**config.mk**
```make
export PLATFORM = sky130hd
export DESIGN_NAME = pc_sequencer
export DESIGN_NICKNAME = d
export VERILOG_FILES = /design/src/rtl/pc_sequencer.sv
export SDC_FILE = /design/constraint.sdc
export NUM_CORES = 1
export LEC_CHECK = 0
export ABC_AREA = 1
export ABC_CLOCK_PERIOD_IN_PS = 3680
export CAP_MARGIN = 5
export CORE_MARGIN = 5
export CORE_UTILIZATION = 62
export CTS_BUF_LIST = sky130_fd_sc_hd__clkbuf_8
export DETAILED_ROUTE_END_ITERATION = 12
export DONT_BUFFER_PORTS = 1
export GPL_TIMING_DRIVEN = 1
export PLACE_DENSITY = 0.74
export SLEW_MARGIN = 15
export SYNTH_ARGS = -nofsm -noshare
export SYNTH_HDL_FRONTEND = slang
export SYNTH_SLANG_ARGS = --single-unit
```
**constraint.sdc**
```tcl
create_clock -name clk -period 3.68 [get_ports clk]
set_clock_uncertainty 0.2 [all_clocks]
set_input_delay 0.736 -clock clk [delete_from_list [all_inputs] [get_ports clk]]
set_output_delay 0.736 -clock clk [all_outputs]
set_load 0.03 [all_outputs]
```
**src/rtl/pc_sequencer.sv**
```systemverilog
// pc_sequencer: multicycle fetch/execute control FSM driving the PC register.
// Sequence per instruction: FETCH (request at pc_cur until imem_ready),
// EXEC (wait for exec_done, latch next-PC target), UPDATE (one pc_write pulse).
// A level-sensitive halt parks the FSM in HALT whenever FETCH would be entered.
// Optional feature macro: PC_MISALIGN_TRAP_EN -- a misaligned jump/branch target
// redirects to TRAP_VECTOR with a trap pulse; when undefined, the target's low
// two bits are cleared instead and trap is tied low.
module pc_sequencer #(
   parameter logic [31:0] TRAP_VECTOR = 32'h0000_0100,
   parameter int unsigned MAX_WAIT    = 16
) (
   input  logic        clk,
   input  logic        reset,
   input  logic        halt,
   input  logic [31:0] pc_cur,
   output logic        pc_write,
   output logic [31:0] pc_next,
   output logic        imem_req,
   output logic [31:0] imem_addr,
   input  logic        imem_ready,
   output logic        instr_valid,
   input  logic        exec_done,
   input  logic        branch_taken,
   input  logic [31:0] branch_target,
   input  logic        jump,
   input  logic [31:0] jump_target,
   output logic        fetch_timeout,
   output logic        trap
);

   typedef enum logic [2:0] {RESET_S, FETCH, EXEC, UPDATE, HALT} state_t;

   state_t      state;
   logic [31:0] target_q;
   logic [31:0] wait_cnt;
   logic [31:0] raw_target;
   logic [31:0] sel_target;
   logic        redirect;
   logic        misaligned;

   // Next-PC selection: jump beats branch beats sequential PC+4 (wraps mod 2^32).
   always_comb begin
      // NOTE: every always_comb output gets a default first so no latch is inferred.
      raw_target = pc_cur + 32'd4;
      redirect   = jump | branch_taken;
      if (jump)
         raw_target = jump_target;
      else if (branch_taken)
         raw_target = branch_target;
      misaligned = redirect && (raw_target[1:0] != 2'b00);
`ifdef PC_MISALIGN_TRAP_EN
      sel_target = misaligned ? TRAP_VECTOR : raw_target;
`else
      sel_target = redirect ? {raw_target[31:2], 2'b00} : raw_target;
`endif
   end

`ifndef PC_MISALIGN_TRAP_EN
   // Without the trap feature the vector and the misalignment flag have no consumer.
   logic unused_trap_inputs;
   assign unused_trap_inputs = ^{TRAP_VECTOR, misaligned};
`endif

   // Fetch address is only meaningful while a request is outstanding.
   assign imem_addr = imem_req ? pc_cur : 32'd0;
   // The target register is presented only during the UPDATE pulse.
   assign pc_next   = pc_write ? target_q : 32'd0;

`ifdef PC_MISALIGN_TRAP_EN
   logic trap_q;
   assign trap = trap_q;
`else
   assign trap = 1'b0;
`endif

   // Control FSM with registered outputs; reset clears state, outputs and the target.
   always_ff @(posedge clk or posedge reset) begin
      if (reset) begin
         state         <= RESET_S;
         imem_req      <= 1'b0;
         instr_valid   <= 1'b0;
         pc_write      <= 1'b0;
         fetch_timeout <= 1'b0;
         target_q      <= 32'd0;
         wait_cnt      <= 32'd0;
`ifdef PC_MISALIGN_TRAP_EN
         trap_q        <= 1'b0;
`endif
      end else begin
         // NOTE: non-blocking assignments so every register updates from pre-edge values.
         instr_valid <= 1'b0;
         pc_write    <= 1'b0;
`ifdef PC_MISALIGN_TRAP_EN
         trap_q      <= 1'b0;
`endif
         case (state)
            // FETCH entry points (RESET_S, UPDATE, HALT) check halt so a parked
            // FSM never raises a request.
            RESET_S, UPDATE: begin
               state    <= halt ? HALT : FETCH;
               imem_req <= ~halt;
               wait_cnt <= 32'd0;
            end
            FETCH: begin
               if (imem_ready) begin
                  state       <= EXEC;
                  imem_req    <= 1'b0;
                  instr_valid <= 1'b1;
               end else if (MAX_WAIT != 0) begin
                  // The counter saturates at MAX_WAIT; one more wait is the overflow.
                  if (wait_cnt >= MAX_WAIT)
                     fetch_timeout <= 1'b1;
                  else
                     wait_cnt <= wait_cnt + 32'd1;
               end
            end
            EXEC: begin
               if (exec_done) begin
                  state    <= UPDATE;
                  target_q <= sel_target;
                  pc_write <= 1'b1;
`ifdef PC_MISALIGN_TRAP_EN
                  trap_q   <= misaligned;
`endif
               end
            end
            HALT: begin
               if (!halt) begin
                  state    <= FETCH;
                  imem_req <= 1'b1;
                  wait_cnt <= 32'd0;
               end
            end
            default: begin
               state    <= RESET_S;
               imem_req <= 1'b0;
            end
         endcase
      end
   end

endmodule
```
==> results.md, run 1 <==
* Fraction of layout instances using a drive strength above 1 at 4.468%
* Internal power consumption at roughly 1.7 mW
* Area contributors post-synth: sky130_fd_sc_hd__dfrtp_1, sky130_fd_sc_hd__nand2_1, sky130_fd_sc_hd__nor2_1
* DRC violations left at 0
* Crit path required time at 2.74 ns
* Count of placed standard cells in the final layout, fillers left out at 863
* Worst setup SP type: register
* Ratio of routed vias to standard cells at roughly 5.3
* Post-route design area at 5012 sq um
* Die Outline Area at 9536 sq um
* Nature of the critical path endpoint: primary output
* Start-to-end type of the worst setup path: register to primary output
* Number of inserted filler cells in the final layout at around 740
* Gate power share at 40.0%
* Placed cell count at 847
* Simple-gate portion of the synthesized area at 36.98%
* Sequential-to-total area share from yosys stat at around 37%
* Total count of hold-check failures in the final report at 0
* Root buffer selected by CTS: sky130_fd_sc_hd__clkbuf_8
* Routed WL at about 13000 microns
* Remaining number of nets flagged by the antenna check after routing at 0
* Ys Warns at 0
* Post-layout net count at about 860
* Area added between synthesis and finish at 5.227%
* Wire length of the first global-routing pass at between 20000 and 25000 microns
* Final period util at 74.33%
* Final setup violation count at 0
* Max IR drop VDD at 0.4687 mV
* Starting density of the core at 62.62%
* Placement Cell Area at between 4000 and 5000 sq um
* Status: finished clean
* Initial DRC Count at 347
* Clock share of power at 22.2%
* Via Count at between 4000 and 5000
* Maximum fanout count along the critical path at 33
* Share of cell area taken by muxes after synthesis at 0%
* CTS Hold Bufs at 0
* H-tree depth at 3
* Setup slack after placement at between 1 and 1.5 ns
* Leakage power total at roughly 2.8 nW
* Net switching power at 1.420 mW
* Arrival time reported for the critical path endpoint at 1.80 ns
* Mapped Cells at 768
* Number of clock sinks at a little over 70
* Number of max-slew violations in the final report at 0
* Commonest non-fill, non-tap cells in the layout: sky130_fd_sc_hd__nand2_1, sky130_fd_sc_hd__nor2_1, sky130_fd_sc_hd__inv_1
* Biggest area consumer among synthesized cells: sky130_fd_sc_hd__dfrtp_1
* Via count of the first global-routing pass at 4275
* IO Pins at 172
* Fraction of post-synthesis cell area in the top cell type by area at 37.30%
* Die Ht at 97.65 microns
* Count of buffers inserted at the top-level ports at 0
* Post-synth cell types at 34
* Buffers inserted by post-CTS timing repair at 0
* Unrepaired setup endpoints after global routing: false
* Total inserted antenna cells at 0
* HPWL after DPL at 9874 microns
* Number of antenna violations at the first check in global routing at 0
* Final critical path time including I/O delays and setup at 2.735 ns
* Longest Clk Path Bufs at 2
* Switch share at 45.96%
* Worst slew pin tran at 1.030 ns
* Post-Route Setup TNS at 0 ns
* Total iterations of the first detailed-routing run at 4
* Dominant combinational cell family by area after synthesis: simple AND/OR/NAND/NOR gates
* Clock transition at path regs at 0.08 ns
* Compound-cell area share of the yosys netlist at 9.850%
* Reg2reg setup slack at 1.51 ns
* Post-Syn Area at around 4800 sq um
* Count of maximum capacitance violations at 0
* Floorplan row count at 32
* Max Clk Rate at 365.6 MHz
* Syn_nets at between 800 and 900
* Worst slew margin relative to its limit at 31.36%
* PnR worst setup slack at between 0.9 and 1 ns
* Flop and latch count out of synthesis at a little over 70
* Power Dens Cells at 616.5 nW/um^2
* Overall routing resource usage at 27.11%
* Pin count of the biggest net entering global routing at between 50 and 60
* Remaining Overflow, GRT at 0
* Skew-Pair Late Insertion Delay at 0.34 ns
* Xor-xnor portion of the synthesized cell area at 1.655%
* Post-Synth Adder-Cell Area at 0.7880%
* Number of CTS-inserted buffers at 9
* Core Area at 7607 sq um
* Hold Path Class: primary input to async pin
* Chip width at 97.65 microns
* Post-synthesis average cell area at approximately 6.2 sq um
* WL per Instance at 14.98 microns
* Portion of total power attributed to sequential cells at 37.8%
* Placer congestion estimate at just over 0.9
* Number of resized instances in the post-cts repair step at 0
* TritonCTS clock tree: yes
* Commonest non-fill, non-tap cell in the layout: sky130_fd_sc_hd__nand2_1
critical path, cell delays in order (launching register included):
cell	delay, ns
sky130_fd_sc_hd__dfrtp_1	1.02
sky130_fd_sc_hd__nand2_1	0.17
sky130_fd_sc_hd__inv_1	0.27
worst paths after layout:
path / from / to / cells after the start
max: pc_write$_DFF_PP0_ / pc_next[27] / 2
max in group asynchronous: reset / target_q[20]$_DFFE_PP0P_ / 2
max reg2reg: state[1]$_DFFE_PP0P_ / target_q[10]$_DFFE_PP0P_ / 6
min in group clk: wait_cnt[15]$_DFFE_PP0P_ / wait_cnt[15]$_DFFE_PP0P_ / 2
min: reset / target_q[12]$_DFFE_PP0P_ / 1
min reg2reg: wait_cnt[15]$_DFFE_PP0P_ / wait_cnt[15]$_DFFE_PP0P_ / 2
cells by family (layout without fill, tap and decap cells):
kind of cell             Yosys count  in the layout
other                              1              1
AND/OR/NAND/NOR                  436            436
adder cells (fa/ha/maj)            3              3
flip-flops                        71             71
buffers and inverters            160            153
AO/OA/AOI/OAI                     88             88
XOR/XNOR                           9              9
state kept, by name, summed over array words and instances, names as in the netlist:
name / flops
pc_write: 1
instr_valid: 1
target_q: 32
imem_req: 1
fetch_timeout: 1
wait_cnt: 32
state: 3
synthesized netlist by cell type (all sizes together):
master and number:
nor3 5, nand2 222, o31ai 1, o21ai 25
buf 11, o21a 1, nor2 164, dfrtp 71
inv 129, clkinv 2, nand3 36, a21oi 55
xnor2 2, conb 1, o21bai 2, nand3b 4
or2 1, clkbuf 18, ha 3, o211ai 3
nand4 4, xor2 7, o221ai 1
layout make-up:
class                   count  area [sq um]  share of cell area, %
well taps                 102         127.6                  2.546
clock inverters             7         96.34                  1.922
repair buffers              6         45.04                 0.8987
multi-input cells         537          2351                  46.90
inverters                 131         491.7                  9.810
clock buffers               9         123.9                  2.471
flip-flops and latches     71          1777                  35.45
stage by stage:
stage          hold WS, ns  util (%)  total power, mW
2_1_floorplan       0.2361         -            2.258
3_3_place_gp        0.2508     62.99            2.370
3_5_place_dp        0.2620     62.99            2.412
4_1_cts             0.1029     65.89            3.100
5_1_grt             0.1352     65.89            3.301
6_report            0.1029     65.89            3.090
routing by layer:
metal | global-route usage [%] | vias up | wire length (microns)
met5 | 0 | - | 0
met4 | 9.265 | 0 | 280
met3 | 8.112 | 23 | 1119
met2 | 42.59 | 182 | 6043
met1 | 35.76 | 2054 | 5485
li1 | - | 2289 | -
power groups by stage:
stage               Clock [mW]  Sequential, mW  Combinational [mW]
floorplan                    0            1.13                1.13
global placement             0            1.17                1.20
detailed placement           0            1.18                1.23
CTS                      0.697            1.16                1.24
global route             0.734            1.20                1.37
finish                   0.687            1.17                1.24
Power figures use the tool's default switching activity.
==> inputs of run 2 (changes only) <==
- ABC_CLOCK_PERIOD_IN_PS: 3680 -> 2400
- CORE_UTILIZATION: 62 -> 60
- PLACE_DENSITY: 0.74 -> 0.75
- clock period: 3.68 -> 2.4 ns (I/O delays scaled with it)
==> results.md, run 2 (synthesized netlist as in run 1, its figures left out) <==
* Crit path required time at 2.43 ns
* Final period util at 88.62%
* Regs by FF count: target_q (32), wait_cnt (32), state (3)
* Placer congestion estimate at ~0.96
* Critical path's largest stage delay at 0.61 ns
* Total power at 4.591 mW
* Final setup violation count at 0
* Hold Path Cell Cnt at 2
* PnR worst setup slack at 0.2731 ns
* Number of CTS-inserted buffers at 9
* Floorplan row count at 32
* WL per Instance at 15.00 microns
* TritonCTS clock tree: yes
* Setup slack after placement at 0.3156 ns
* IO Pins at 172
* Nature of the critical path endpoint: register
* Clock transition at path regs at 0.09 ns
* Remaining number of nets flagged by the antenna check after routing at 0
* Maximum fanout count along the critical path at 28
* Core utilization of the finished layout at approximately 65%
* Post-layout net count at ~860
* Leakage power total at about 2.8 nW
* Via Count at 4596
* Placed cell count at 848
* Die Ht at 99.10 microns
* Total count of hold-check failures in the final report at 0
* Number of inserted filler cells in the final layout at 753
* Slowest stage cell, crit path: sky130_fd_sc_hd__clkinv_1
* Die Outline Area at 9821 sq um
* Critical register-to-register path startpoint: state[1]$_DFFE_PP0P_
* Critical path cell sequence: nand2_1 -> nor2_1 -> nand2_1 -> clkinv_1 -> nor2_1 -> a21oi_1
* Start-to-end type of the worst setup path: register to register
* Total iterations of the first detailed-routing run at 5
* Count of maximum capacitance violations at 0
* Ratio of routed vias to standard cells at 5.313
* Commonest non-fill, non-tap cell in the layout: sky130_fd_sc_hd__nand2_1
* Max IR drop VDD at between 0.8 and 0.9 mV
* Overall routing resource usage at 26.59%
* Area added between synthesis and finish at 5.516%
* Area of the multi-input gates at 2351 sq um
* Commonest non-fill, non-tap cells in the layout: sky130_fd_sc_hd__nand2_1, sky130_fd_sc_hd__nor2_1, sky130_fd_sc_hd__inv_1
* Worst R2R End: target_q[21]$_DFFE_PP0P_
* Count of buffers inserted at the top-level ports at 0
* Longest Clk Path Bufs at 2
* Unrepaired setup endpoints after global routing: false
* Chip width at around 99 microns
* Storage element area at 1777 sq um
* Total inserted antenna cells at 0
* Placement Cell Area at 4828 sq um
* Worst slew pin tran at 0.7792 ns
* Power Dens Cells at 913.5 nW/um^2
* Reg2reg path depth at 6
* Arrival time reported for the critical path endpoint at 2.16 ns
* DRC violations left at 0
* Core Area at between 7000 and 8000 sq um
* Root buffer selected by CTS: sky130_fd_sc_hd__clkbuf_8
* HPWL after DPL at about 10000 microns
* Skew-Pair Late Insertion Delay at 0.35 ns
* Starting density of the core at 61.64%
* Final critical path time including I/O delays and setup at roughly 2.1 ns
* Max Clk Rate at 470.2 MHz
* Buffers inserted by post-CTS timing repair at 0
* Number of max-slew violations in the final report at 0
* Routed WL at between 10000 and 15000 microns
* H-tree depth at 3
* Number of antenna violations at the first check in global routing at 0
* Post-route design area at 5026 sq um
* Status: finished clean
* Count of placed standard cells in the final layout, fillers left out at roughly 870
* Worst setup SP type: register
* Remaining Overflow, GRT at 0
* CTS Hold Bufs at 1
* Worst slew margin relative to its limit at 47.74%
* Post-Route Setup TNS at 0 ns
* Worst Setup SP: state[1]$_DFFE_PP0P_
* Number of clock sinks at 71
* Hold Path Class: primary input to register
* Reg2reg setup slack at 0.27 ns
* Pin count of the biggest net entering global routing at 72
* End of the critical path: target_q[21]$_DFFE_PP0P_
* Via count of the first global-routing pass at 4427
* Number of resized instances in the post-cts repair step at 0
* Initial DRC Count at between 300 and 400
* Fraction of layout instances using a drive strength above 1 at 4.718%
* Wire length of the first global-routing pass at 21290 microns
* Worst hold slack at 0.04881 ns
-- run 2: how the worst min path moves through the flow --
stage                                        start                  endpoint  slack, ns
after global placement    wait_cnt[15]$_DFFE_PP0P_  wait_cnt[15]$_DFFE_PP0P_       0.25
final                                         halt      state[2]$_DFFE_PP0P_       0.05
after floorplan           wait_cnt[15]$_DFFE_PP0P_  wait_cnt[15]$_DFFE_PP0P_       0.24
after detailed placement  target_q[15]$_DFFE_PP0P_  target_q[15]$_DFFE_PP0P_       0.27
after CTS                                     halt      state[2]$_DFFE_PP0P_       0.03
after global routing                          halt      state[2]$_DFFE_PP0P_       0.03
-- run 2: where the power goes --
group / total, mW / leakage [nW] / internal (mW) / switching [mW]
sequential: 1.74 / 0.905 / 1.51 / 0.221
combinational: 1.95 / 1.78 / 0.468 / 1.48
clock: 0.911 / 0.0903 / 0.398 / 0.513
total: 4.59 / 2.78 / 2.38 / 2.21
-- run 2: layout make-up --
| class | count | share of cell area [%] |
|---|---|---|
| Multi-Input combinational cell | 537 | 46.78 |
| Sequential cell | 71 | 35.35 |
| Inverter | 131 | 9.858 |
| Tap cell | 102 | 2.539 |
| Clock buffer | 9 | 2.465 |
| Timing Repair Buffer | 8 | 1.743 |
| Clock inverter | 7 | 1.270 |
-- run 2: metal layers --
layer	track usage, %	wire length, microns
met5	0	0
met4	6.092	167
met3	7.644	1083
met2	44.32	6177
met1	34.45	5545
-- run 2: critical path, delay by kind of cell, from the launching register on --
family | cells | cell delay, ns
buffers and inverters | 1 | 0.61
AND/OR/NAND/NOR | 4 | 0.67
flip-flops | 1 | 0.45
AO/OA/AOI/OAI | 1 | 0.07
